File: config.mk
export PLATFORM = sky130hd
export DESIGN_NAME = result_wr_collector
export DESIGN_NICKNAME = d
export VERILOG_FILES = /design/src/rtl/result_wr_collector.sv
export SDC_FILE = /design/constraint.sdc
export NUM_CORES = 1
export LEC_CHECK = 0
export ABC_AREA = 1
export BUFFER_PORTS_ARGS = -buffer_cell sky130_fd_sc_hd__buf_2
export CORE_AREA = 3 3 185 187
export DETAILED_ROUTE_END_ITERATION = 12
export DIE_AREA = 0 0 188 190
export SYNTH_ARGS = -nofsm -noshare
export SYNTH_HDL_FRONTEND = slang
export SYNTH_SLANG_ARGS = --single-unit
File: constraint.sdc
create_clock -name clk -period 3.7 [get_ports clk]
set_clock_uncertainty 0.05 [all_clocks]
set_input_delay 0.185 -clock clk [delete_from_list [all_inputs] [get_ports clk]]
set_output_delay 0.185 -clock clk [all_outputs]
set_load 0.02 [all_outputs]
File: src/rtl/result_wr_collector.sv
// -----------------------------------------------------------------------------
// result_wr_collector
//
// Gathers result writes from three independent producer channels into a
// single shared result memory port. Each channel has its own small FIFO so
// that producers never see backpressure. A round-robin arbiter drains one
// entry per cycle whenever the memory is ready. The memory port outputs are
// registered. If a push arrives while its FIFO is full, the entry is dropped
// and a sticky per-channel overflow flag is set.
//
// Ports
//   clk                  single clock, rising edge
//   rst                  asynchronous active-low reset
//   in_we_k              per-channel write strobe (k = 0..2)
//   in_addr_k [ADDR_W]   per-channel result address
//   in_y_k    [DATA_W]   per-channel result byte
//   mem_ready            memory accepts a write next cycle
//   clr_ovf              synchronous pulse clearing all overflow flags
//   mem_we               registered write strobe
//   mem_addr  [ADDR_W+2] registered {channel, addr}
//   mem_data  [DATA_W]   registered write data
//   overflow_k           sticky drop flag per channel
//   busy                 any FIFO non-empty or mem_we high
// -----------------------------------------------------------------------------
module result_wr_collector #(
    parameter int FIFO_DEPTH = 4,
    parameter int ADDR_W     = 16,
    parameter int DATA_W     = 8
) (
    input  logic                clk,
    input  logic                rst,
    input  logic                in_we_0,
    input  logic                in_we_1,
    input  logic                in_we_2,
    input  logic [ADDR_W-1:0]   in_addr_0,
    input  logic [ADDR_W-1:0]   in_addr_1,
    input  logic [ADDR_W-1:0]   in_addr_2,
    input  logic [DATA_W-1:0]   in_y_0,
    input  logic [DATA_W-1:0]   in_y_1,
    input  logic [DATA_W-1:0]   in_y_2,
    input  logic                mem_ready,
    input  logic                clr_ovf,
    output logic                mem_we,
    output logic [ADDR_W+1:0]   mem_addr,
    output logic [DATA_W-1:0]   mem_data,
    output logic                overflow_0,
    output logic                overflow_1,
    output logic                overflow_2,
    output logic                busy
);

    localparam int PTR_W = $clog2(FIFO_DEPTH);
    localparam int CNT_W = PTR_W + 1;
    localparam logic [CNT_W-1:0] CNT_FULL = CNT_W'(FIFO_DEPTH);

    // Per-channel FIFO storage and bookkeeping
    logic [ADDR_W-1:0] r_fifo_addr [3][FIFO_DEPTH];
    logic [DATA_W-1:0] r_fifo_data [3][FIFO_DEPTH];
    logic [PTR_W-1:0]  r_wr_ptr [3];
    logic [PTR_W-1:0]  r_rd_ptr [3];
    logic [CNT_W-1:0]  r_cnt    [3];

    logic [1:0]        r_rr_ptr;
    logic [2:0]        r_ovf;
    logic              r_mem_we;
    logic [ADDR_W+1:0] r_mem_addr;
    logic [DATA_W-1:0] r_mem_data;

    // Channel-indexed views of the flat input ports
    logic [2:0]        w_we;
    logic [ADDR_W-1:0] w_in_addr [3];
    logic [DATA_W-1:0] w_in_data [3];

    logic [2:0]        w_nonempty;
    logic [2:0]        w_full;
    logic [2:0]        w_pop;
    logic [2:0]        w_push;
    logic [2:0]        w_drop;

    logic              w_gnt_vld;
    logic [1:0]        w_gnt_ch;
    logic [1:0]        w_cand_1;
    logic [1:0]        w_cand_2;
    logic [ADDR_W-1:0] w_head_addr;
    logic [DATA_W-1:0] w_head_data;

    function automatic logic [1:0] ch_inc(input logic [1:0] c);
        return (c == 2'd2) ? 2'd0 : c + 2'd1;
    endfunction

    assign w_we         = {in_we_2, in_we_1, in_we_0};
    assign w_in_addr[0] = in_addr_0;
    assign w_in_addr[1] = in_addr_1;
    assign w_in_addr[2] = in_addr_2;
    assign w_in_data[0] = in_y_0;
    assign w_in_data[1] = in_y_1;
    assign w_in_data[2] = in_y_2;

    always_comb begin
        w_nonempty = '0;
        w_full     = '0;
        for (int k = 0; k < 3; k++) begin
            w_nonempty[k] = (r_cnt[k] != '0);
            w_full[k]     = (r_cnt[k] == CNT_FULL);
        end
    end

    // Round-robin search order: rr_ptr, rr_ptr+1, rr_ptr+2 (mod 3).
    // Uses pre-edge occupancy, so an entry pushed this cycle is never
    // granted in the same cycle.
    assign w_cand_1 = ch_inc(r_rr_ptr);
    assign w_cand_2 = ch_inc(w_cand_1);

    always_comb begin
        w_gnt_vld = 1'b0;
        w_gnt_ch  = 2'd0;
        if (mem_ready) begin
            if (w_nonempty[r_rr_ptr]) begin
                w_gnt_vld = 1'b1;
                w_gnt_ch  = r_rr_ptr;
            end else if (w_nonempty[w_cand_1]) begin
                w_gnt_vld = 1'b1;
                w_gnt_ch  = w_cand_1;
            end else if (w_nonempty[w_cand_2]) begin
                w_gnt_vld = 1'b1;
                w_gnt_ch  = w_cand_2;
            end
        end
    end

    assign w_head_addr = r_fifo_addr[w_gnt_ch][r_rd_ptr[w_gnt_ch]];
    assign w_head_data = r_fifo_data[w_gnt_ch][r_rd_ptr[w_gnt_ch]];

    // A full FIFO still accepts a push when it is being popped at the same
    // edge, since the slot being read frees up as the new one is written.
    always_comb begin
        w_pop  = '0;
        w_push = '0;
        w_drop = '0;
        for (int k = 0; k < 3; k++) begin
            w_pop[k]  = w_gnt_vld && (w_gnt_ch == 2'(k));
            w_push[k] = w_we[k] && (!w_full[k] || w_pop[k]);
            w_drop[k] = w_we[k] && w_full[k] && !w_pop[k];
        end
    end

    always_ff @(posedge clk or negedge rst) begin
        if (!rst) begin
            for (int k = 0; k < 3; k++) begin
                r_wr_ptr[k] <= '0;
                r_rd_ptr[k] <= '0;
                r_cnt[k]    <= '0;
            end
            r_ovf <= '0;
        end else begin
            for (int k = 0; k < 3; k++) begin
                if (w_push[k]) begin
                    r_wr_ptr[k] <= r_wr_ptr[k] + PTR_W'(1);
                end
                if (w_pop[k]) begin
                    r_rd_ptr[k] <= r_rd_ptr[k] + PTR_W'(1);
                end
                case ({w_push[k], w_pop[k]})
                    2'b10:   r_cnt[k] <= r_cnt[k] + CNT_W'(1);
                    2'b01:   r_cnt[k] <= r_cnt[k] - CNT_W'(1);
                    default: r_cnt[k] <= r_cnt[k];
                endcase
                // A fresh drop takes priority over a clear in the same cycle.
                if (w_drop[k]) begin
                    r_ovf[k] <= 1'b1;
                end else if (clr_ovf) begin
                    r_ovf[k] <= 1'b0;
                end
            end
        end
    end

    // Storage carries no reset; occupancy alone decides what is valid.
    always_ff @(posedge clk) begin
        for (int k = 0; k < 3; k++) begin
            if (w_push[k]) begin
                r_fifo_addr[k][r_wr_ptr[k]] <= w_in_addr[k];
                r_fifo_data[k][r_wr_ptr[k]] <= w_in_data[k];
            end
        end
    end

    always_ff @(posedge clk or negedge rst) begin
        if (!rst) begin
            r_rr_ptr   <= 2'd0;
            r_mem_we   <= 1'b0;
            r_mem_addr <= '0;
            r_mem_data <= '0;
        end else if (w_gnt_vld) begin
            r_rr_ptr   <= ch_inc(w_gnt_ch);
            r_mem_we   <= 1'b1;
            r_mem_addr <= {w_gnt_ch, w_head_addr};
            r_mem_data <= w_head_data;
        end else begin
            r_mem_we   <= 1'b0;
        end
    end

    assign mem_we     = r_mem_we;
    assign mem_addr   = r_mem_addr;
    assign mem_data   = r_mem_data;
    assign overflow_0 = r_ovf[0];
    assign overflow_1 = r_ovf[1];
    assign overflow_2 = r_ovf[2];
    assign busy       = (|w_nonempty) | r_mem_we;

endmodule

* Word level (Yosys, flattened, before mapping) *
Memories as Yosys holds them, arrays and structs flattened.
Cells that the tools add are included.

cells by class
  magnitude comparators = 11
  equality and inequality tests = 13
  reductions and logical operators = 35
  muxes and demuxes = 55
  bitwise logic cells = 6
  add/subtract/negate cells = 15

operators by type and width
  kind                                                       number
  two-way mux 64 bit                                         3
  demux 16 bit (select 2 bit)                                3
  two-way mux 32 bit                                         3
  two-way mux 16 bit                                         5
  demux 8 bit (select 2 bit)                                 3
  two-way mux 8 bit                                          5
  binary-select mux 16 bit (select 2 bit)                    1
  adder 2 x 1 -> 2 bit (second input constant)               9
  two-way mux 2 bit                                          9
  one-hot mux 3 bit (2 select lines)                         3
  binary-select mux 8 bit (select 2 bit)                     1
  greater-or-equal comparator 3 bit (second input constant)  5
  logical AND 1 bit                                          15
  two-way mux 1 bit                                          15
  inverter 2 -> 3 bit                                        5
  equality test 2 bit (second input constant)                6
  nonzero test 2 bit                                         6
  adder 3 x 1 -> 3 bit (second input constant)               3
  equality test 3 bit (second input constant)                3
  < comparator 2 x 3 -> 1 bit (second input constant)        3
  < comparator 3 x 1 -> 1 bit (second input constant)        3
  nonzero test 3 bit                                         3
  subtractor 3 x 1 -> 3 bit (second input constant)          3
  equality test 2 x 1 -> 1 bit (second input constant)       4
  other kinds (7)                                            16

word-level totals
  memories = 2
  input bits = 79
  flip-flop bits (word level) = 53
  output and inout bits = 31
  word-level logic and storage cells = 153
  bits in writable memories = 288

memory list
  memory       depth  width  rd ports  clocked after memory_dff  write ports  RTL line  text
  r_fifo_addr  3      64     1         0                         3            57        logic [ADDR_W-1:0] r_fifo_addr [3][FIFO_DEPTH];
  r_fifo_data  3      32     1         0                         3            58        logic [DATA_W-1:0] r_fifo_data [3][FIFO_DEPTH];

* Depth between registers and ports, before layout *
Gate-level depths: netlist of run 1.

  depth after elaboration = 18
  gate-level depth with buffers = 19
  depth with buffers taken out = 18

* Worst setup path after synthesis of run 1 *
Ideal clock, no wire load.

  kind = flip-flop to flip-flop
  start = register r_cnt[4] in the netlist's numbering
  end = memory r_fifo_addr[1][0] in the netlist's numbering (enable)
  arrival = 2684 ps
  buffers on the path = 2
  setup time = 405 ps
  cell stages (with the launch flop) = 12
  period minus slack after synthesis = 3139 ps
  slack = 561 ps
  data required time = 3245 ps
  cells stage by stage = dfrtp_1 > nor2_4 > nand2_1 > nand2_1 > nand2_2 > o21ai_2 > nand2_1 > nor2_4 > buf_6 > buf_2 > o21ai_2 > nor2_1

RTL lines
  what                              RTL line  text
  start: declaration                61        logic [CNT_W-1:0] r_cnt [3];
  start signal: indexed assignment  164       2'b10: r_cnt[k] <= r_cnt[k] + CNT_W'(1);
  start signal: indexed assignment  165       2'b01: r_cnt[k] <= r_cnt[k] - CNT_W'(1);
  start signal: indexed assignment  166       default: r_cnt[k] <= r_cnt[k];
  end: declaration                  57

* Final worst setup path of run 1 *
  start = register r_cnt[6] in the netlist's numbering
  end = register r_mem_addr[6] (netlist: mem_addr[6])

on the way
  longest elaborated chain between the ends = 15
  elaborated cells between the ends (all ways) = 24
  classes of those cells = mux (20); bitwise (2); reduce/logical (1); memory (1)

ends and longest elaborated chain
  what                                                   RTL line  text
  nonzero test 3 bit (*)                                 103       w_nonempty[k] = (r_cnt[k] != '0);
  binary-select mux 1 bit (select 2 bit)                 124       end else if (w_nonempty[w_cand_2]) begin
  two-way mux 1 bit (implied by the code)                124
  two-way mux 2 bit                                      124
  two-way mux 2 bit                                      121       end else if (w_nonempty[w_cand_1]) begin
  two-way mux 2 bit                                      118       if (w_nonempty[r_rr_ptr]) begin
  two-way mux 2 bit                                      117       if (mem_ready) begin
  inverter 2 -> 3 bit (implied by the code)              131       assign w_head_addr = r_fifo_addr[w_gnt_ch][r_rd_ptr[w_gnt_ch]];
  binary-select mux 2 bit (select 2 bit)                 131
  two-way mux 2 bit (implied by the code) (2 in a row)   131
  inverter 2 -> 3 bit (implied by the code)              131
  binary-select mux 16 bit (select 2 bit)                131
  two-way mux 16 bit (implied by the code) (2 in a row)  131
  end signal: assignment                                 197       r_mem_addr <= {w_gnt_ch, w_head_addr};
  end: declaration                                       66        logic [ADDR_W+1:0] r_mem_addr;

Mark *: on every way between the ends. The rest lies on a longest branch, timed or not. The select of a mux whose other input is x is not followed.
A chain may end at the register's enable or synchronous reset.

==> flow_metrics.tcl, run 1 <==
set metrics [dict create \
    drive_above_1_share 0.203 \
    instances_no_fill 2028 \
    hpwl_um 22600 \
    period_share 0.818 \
    vias 10100 \
    slew_headroom 0.306 \
    synthAdderAreaFrac 0.0169 \
    antennaDiodeCount 0 \
    async_flop_share 0.155 \
    place_ws_ns 0.707 \
    synth_largest_area_cell "edfxtp_1" \
    critPathTopFamily "simple AND/OR/NAND/NOR gates" \
    power_leakage_uw 0.00768 \
    grt_pass1_wl_um 57900 \
    hold_viol 0 \
    end_kind "register" \
    post-route-drc-count 0 \
    synth_compound_area_frac 0.0133 \
    synth_area_um2 14700 \
    io_buffer_count 109 \
    critPathMaxStageDelay_ns 0.48 \
    synth_top_area_frac 0.588 \
    ys_seq_area_frac 0.678 \
    cts.sinks 341 \
    yosys_most_used_dff "edfxtp_1" \
    final_net_count 1654 \
    netSwitchingFraction 0.411 \
    path_common_cell "nand2_1" \
    power_frac_seq 0.334 \
    critPathBufInv 2 \
    setup_viol 0 \
    wire_per_inst_um 18.4 \
    crit_fanout 47 \
    min_path_type "in -> reg" \
    cts_tree "built" \
    cts_buffer_depth 3 \
    die-area_um2 35700 \
    avgSynthCellArea_um2 10.9 \
    critPathKind "reg -> reg" \
    initialDrtViolationCount 819 \
    clk_pin_slew_ns 0.06 \
    io_pins 110 \
    ant_nets 0 \
    drtPass1Iterations 6 \
    combPwrFrac 0.447 \
    synth_simple_gate_area_frac 0.222 \
    p_switching_uw 6800 \
    syn-num-nets 1450 \
    cts_setup_buffers 0 \
    cap_violations 0 \
    grt_antenna_before_repair 0 \
    whs_ns 0.0889 \
    initial_core_util 0.451 \
    setup_tns_ns 0 \
    reg2reg_from "r_cnt[6]" \
    synthXorXnorAreaFrac 0.00834 \
    clock.fmax_mhz 330 \
    finalPower_uw 16500 \
    grt_setup_unrepaired "no" \
    cts_root_buf "clkbuf_16" \
    min_from "mem_ready" \
    grt_pass1_vias 10100 \
    setup_slack_ns 0.672 \
    status "complete, no violations" \
    clkPwrFrac 0.218 \
    critPathRequiredTime_ns 4.10 \
    die_w_um 188 \
    htreeDepth 2 \
    crit_arrival_ns 3.43 \
    crit_start "r_cnt[6]" \
    synth_area_leaders "edfxtp_1, nand2_1, dfrtp_1, nand3_1, inv_1" \
    gp_congestion 0.817 \
    fill_cells 2812 \
    synth.distinct_cells 26 \
    synth_cells 1353 \
    critPathSlowestCell "buf_4" \
    startpoint_type "register" \
    powerDensity_nw_per_um2 927 \
    worstMarginPinSlew_ns 1.04 \
    dp.cells 1883 \
    crit_path_cell_trace "nor2_1 -> nand2_1 -> nand2_1 -> nand2_2 -> o21ai_2 -> nand2_1 -> nor2_4 -> buf_4 -> buf_4 -> nand2_1 -> nand3_1 -> nand2_1 -> nand2_1 -> nand3_1 -> nand2_1 -> nand2_1 -> nand2_1" \
    rows 66 \
    muxShareOfSynthArea 0 \
    synthToLayoutAreaGrowth_pct 21.4 \
    drv_slew 0 \
    core_area_um2 32600 \
    via_per_inst 4.99 \
    vdd_drop_max_uv 874 \
    die_y_um 190 \
    grt-ovfl-total 0 \
    worstSkewPairLatency_ns 0.52 \
    synth_top_family_by_area "simple AND/OR/NAND/NOR gates" \
    yosys_warnings 0 \
    synth_edf_count 288 \
    intPower_uw 9750 \
    grt_max_degree 112 \
    wirelength_um 37400 \
    min_period_ns 3.03 \
    ys_seq_elements 341 \
    numCtsBuffers 37 \
    grt_usage 0.210 \
]
Yosys cell counts (3+ instances only):
cell type  instances
o21ai_0            8
xor2_1            10
o21ai_2            3
nor2_4             5
edfxtp_1         288
buf_1              3
nand2_2            4
buf_4              5
o22ai_1            3
buf_6              9
or2_2             81
buf_2             28
fa_1               3
nand3_1          171
ha_1              15
inv_2              4
nor2_1            38
nor2_2             6
clkbuf_1          15
dfrtp_1           53
a21oi_1           22
inv_1            142
xnor2_1            4
nand2_1          429
routing by layer:
layer	GRT usage	vias to the layer above	share of wire
met4	0.0456	0	0.016
met2	0.352	301	0.47
met5	0	-	0
li1	-	4831	-
met1	0.293	4946	0.45
met3	0.0345	50	0.059
kinds of logic after synthesis:
logic type,Yosys count
AO/OA/AOI/OAI,36
AND/OR/NAND/NOR,738
flip-flops,341
XOR/XNOR,14
adder cells (fa/ha/maj),18
buffers and inverters,206
power groups by stage:
stage               sequential, µW  clock (µW)  combinational (µW)
finish                        5530        3610                7400
CTS                           5530        3680                7460
floorplan                     5730           0                5000
detailed placement            5610           0                7350
global placement              5590           0                7250
global route                  5610        3830                8350
per-stage QoR:
| stage | utilization | area, µm² |
|---|---|---|
| floorplan | - | 14700 |
| global placement | 0.487 | 15900 |
| detailed placement | 0.487 | 15900 |
| CTS | 0.547 | 17800 |
| global route | 0.547 | 17800 |
| finish | 0.547 | 17800 |
final timing paths:
path / slack [ns] / depth (start not counted) / to
worst max register to register: 0.67 / 17 / mem_addr[6]
max in group asynchronous: 2.38 / 3 / mem_addr[8]
min in group asynchronous: 0.24 / 2 / r_ovf[1]
worst min-delay path: 0.09 / 4 / r_ovf[2]
worst max-delay path: 0.67 / 17 / mem_addr[6]
worst min register to register: 0.43 / 1 / r_rd_ptr[5]
cell usage in the layout (no fill, tap or decap), types with 7 or more instances in the layout:
| cell | n |
|---|---|
| buf_4 | 32 |
| clkbuf_16 | 37 |
| nand3_1 | 171 |
| nor2_2 | 17 |
| dfrtp_1 | 53 |
| dlygate4sd3_1 | 77 |
| o21ai_0 | 8 |
| a21oi_1 | 22 |
| buf_2 | 109 |
| buf_12 | 7 |
| xor2_1 | 10 |
| nor2_1 | 26 |
| ha_1 | 15 |
| edfxtp_1 | 288 |
| clkbuf_1 | 10 |
| or2_2 | 81 |
| nand2_1 | 428 |
| inv_1 | 142 |
tightest hold or removal path: cells and delay by family:
kind,cells,cell delay (ns)
buffers and inverters,1,0.14
AND/OR/NAND/NOR,2,0.22
AO/OA/AOI/OAI,1,0.07
sequential cells by signal, summed over array words and instances, names as in the netlist:
name	count
mem_we	1
r_fifo_addr	192
mem_data	8
mem_addr	18
r_rd_ptr	6
r_wr_ptr	6
r_rr_ptr	2
r_cnt	9
r_fifo_data	96
r_ovf	3
area by class of cell:
class,instances,area (µm²),share of cell area
Inverter,146,548,0.0307
Timing Repair Buffer,225,1700,0.0951
Tap cell,442,553,0.0310
Sequential cell,341,9970,0.559
Multi-Input combinational cell,806,3880,0.217
Clock buffer,53,1050,0.0586
Clock inverter,15,154,0.00862
timing repair:
action	in CTS	in global routing
hold buffers	77	0
resized for setup	0	0
hold endpoints to repair	315	0
No activity file was read; power rests on OpenSTA's default activity.
==> run 2: changes to the inputs <==
ABC_AREA = 0   (was 1)
CORE_AREA = 3 3 176 178   (was 3 3 185 187)
DIE_AREA = 0 0 179 181   (was 0 0 188 190)
clock period = 3.1 ns   (was 3.7 ns; I/O delays follow)
==> flow_metrics.tcl, run 2 <==
set metrics [dict create \
    status "complete, no violations" \
    gp_congestion 0.779 \
    synth.distinct_cells 45 \
    worstMarginPinSlew_ns 0.851 \
    vias 8168 \
    vdd_drop_max_uv 775 \
    cts_root_buf "clkbuf_16" \
    whs_ns 0.0361 \
    intPower_uw 11000 \
    synthToLayoutAreaGrowth_pct 25.1 \
    synth_area_um2 13300 \
    final_cell_mix "edfxtp_1, buf_2, dlygate4sd3_1, dfrtp_1, o21ai_0" \
    die_w_um 179 \
    crit_arrival_ns 3.35 \
    yosys_warnings 0 \
    grt_setup_unrepaired "yes" \
    grt_pass1_wl_um 51600 \
    critPathKind "reg -> reg" \
    rr_endpoint "r_cnt[8]" \
    netSwitchingFraction 0.350 \
    p_switching_uw 5900 \
    synth_edf_count 288 \
    synth_top_area_frac 0.652 \
    period_share 0.960 \
    io_buffer_count 109 \
    ys_seq_area_frac 0.753 \
    synth_largest_area_cell "edfxtp_1" \
    critPathRequiredTime_ns 3.48 \
    end_kind "register" \
    syn-num-nets 902 \
    crit_fanout 5 \
    hold_viol 0 \
    synth_cells 805 \
    cts.sinks 341 \
    core_area_um2 29600 \
    clkPwrFrac 0.249 \
    drtPass1Iterations 5 \
    synth_area_leaders "edfxtp_1, dfrtp_1, a22o_1, o22a_1, a211oi_1" \
    numCtsBuffers 37 \
    via_per_inst 5.65 \
    grt_antenna_before_repair 1 \
    min_period_ns 2.98 \
    setup_viol 0 \
    die-area_um2 32400 \
    grt_pass1_vias 8327 \
    min_path_type "in -> reg" \
    antennaDiodeCount 0 \
    worstSkewPairLatency_ns 0.51 \
    avgSynthCellArea_um2 16.5 \
    power_leakage_uw 0.00598 \
    min_from "mem_ready" \
    synth_most_common_cell "edfxtp_1" \
    grt_usage 0.215 \
    grt-ovfl-total 0 \
    rows 63 \
    place_ws_ns 0.0954 \
    ys_top_cells_by_count "edfxtp_1, dfrtp_1, o21ai_0, a22o_1, a211oi_1" \
    drive_above_1_share 0.239 \
    die_y_um 181 \
    drv_slew 0 \
    wirelength_um 34700 \
    initialDrtViolationCount 762 \
    initial_core_util 0.448 \
    r2r_setup_slack_ns 0.12 \
    yosys_most_used_dff "edfxtp_1" \
    combPwrFrac 0.355 \
    clock.fmax_mhz 336 \
    async_flop_share 0.155 \
    grt_max_degree 52 \
    cap_violations 0 \
    setup_slack_ns 0.125 \
    wire_per_inst_um 24.0 \
    ys_seq_elements 341 \
    slew_headroom 0.432 \
    min_delay_worst_endpoint "mem_addr[16]" \
    clk_pin_slew_ns 0.06 \
    final_net_count 1124 \
    reg2reg_from "r_cnt[6]" \
    startpoint_type "register" \
    cts_buffer_depth 3 \
    hold_depth 4 \
    io_pins 110 \
    htreeDepth 2 \
    post-route-drc-count 0 \
    ant_nets 0 \
    hpwl_um 19500 \
    final_common_cell "edfxtp_1" \
    cts_tree "built" \
    reg2regPathDepth 12 \
    powerDensity_nw_per_um2 1020 \
    power_frac_seq 0.396 \
    largest_reg_flops 192 \
]
run 2: cell types whose count changed in the layout (fill, tap and decap cells not counted), sizes merged, moves of 10 or more:
cell / delta
nand3: -170
a221o: +24
a211oi: +60
o21ai: +43
a22o: +45
nand2: -415
inv: -116
or3: +10
o22a: +38
nor2: -29
o22ai: +12
or2: -79
and3: +10
run 2: area by class of cell:
cell class	count	area (µm²)
Inverter	28	105
Sequential cell	341	9970
Fill cell	2310	13000
Timing Repair Buffer	230	1830
Clock inverter	19	161
Tap cell	390	488
Clock buffer	48	1010
Multi-Input combinational cell	389	3020
run 2: routing by layer:
metal | GRT usage | share of wire | vias to the layer above
li1 | - | - | 3675
met1 | 0.299 | 0.43 | 4112
met2 | 0.347 | 0.48 | 319
met3 | 0.0414 | 0.069 | 60
met4 | 0.0611 | 0.023 | 2
met5 | 0 | 0.00037 | -
run 2: through the flow:
step                instance area [µm²]  cells   util  total power [µW]  TNS, ns
floorplan                         13300    805      -             10300        0
global placement                  14600   1298  0.494             12500        0
detailed placement                14600   1298  0.494             12600        0
CTS                               16600   1444  0.560             16900        0
global route                      16600   1445  0.561             17700  -0.0282
finish                            16600   1445  0.561             16900        0
run 2: worst max path at each step:
stage	startpoint	endpoint	slack, ns	cells past startpoint
finish	r_cnt[6]	r_cnt[8]	0.12	12
global route	r_cnt[7]	r_cnt[8]	-0.03	12
CTS	r_cnt[6]	r_cnt[8]	0.07	12
detailed placement	r_cnt[6]	r_cnt[8]	0.1	12
global placement	r_cnt[7]	r_cnt[8]	0.12	12
floorplan	r_cnt[4]	r_cnt[5]	0.07	14
run 2: power by group through the flow:
stage	Combinational, µW	Sequential [µW]	Clock (µW)
finish	5980	6680	4200
global route	6490	6770	4470
CTS	5960	6670	4280
detailed placement	5850	6750	0
global placement	5770	6720	0
floorplan	3470	6840	0
run 2: timing repair:
action,CTS,global route
gates resized for setup,0,5
endpoints found under the setup margin,0,3
hold buffers,79,0
endpoints found under the hold margin,325,0
buffers inserted,0,1
run 2: logic make-up (layout without fill, tap and decap cells):
| family | Yosys count | count (layout) | share of synthesized area |
|---|---|---|---|
| AO/OA/AOI/OAI | 274 | 274 | 0.161 |
| XOR/XNOR | 18 | 18 | 0.0119 |
| adder cells (fa/ha/maj) | 18 | 18 | 0.0187 |
| AND/OR/NAND/NOR | 75 | 75 | 0.0283 |
| flip-flops | 341 | 341 | 0.753 |
| multiplexers | 4 | 4 | 0.00321 |
| buffers and inverters | 75 | 325 | 0.0243 |
run 2: critical path: stages (launching register included):
cell and delay, ns:
dfrtp_1 0.42, or3_4 0.41, nand2_1 0.08, nor2_1 0.05, or4b_2 0.63, and2_4 0.20, inv_1 0.05, ha_2 0.17
inv_1 0.05, fa_1 0.37, xor2_1 0.15, nor2_1 0.11, xor2_1 0.17
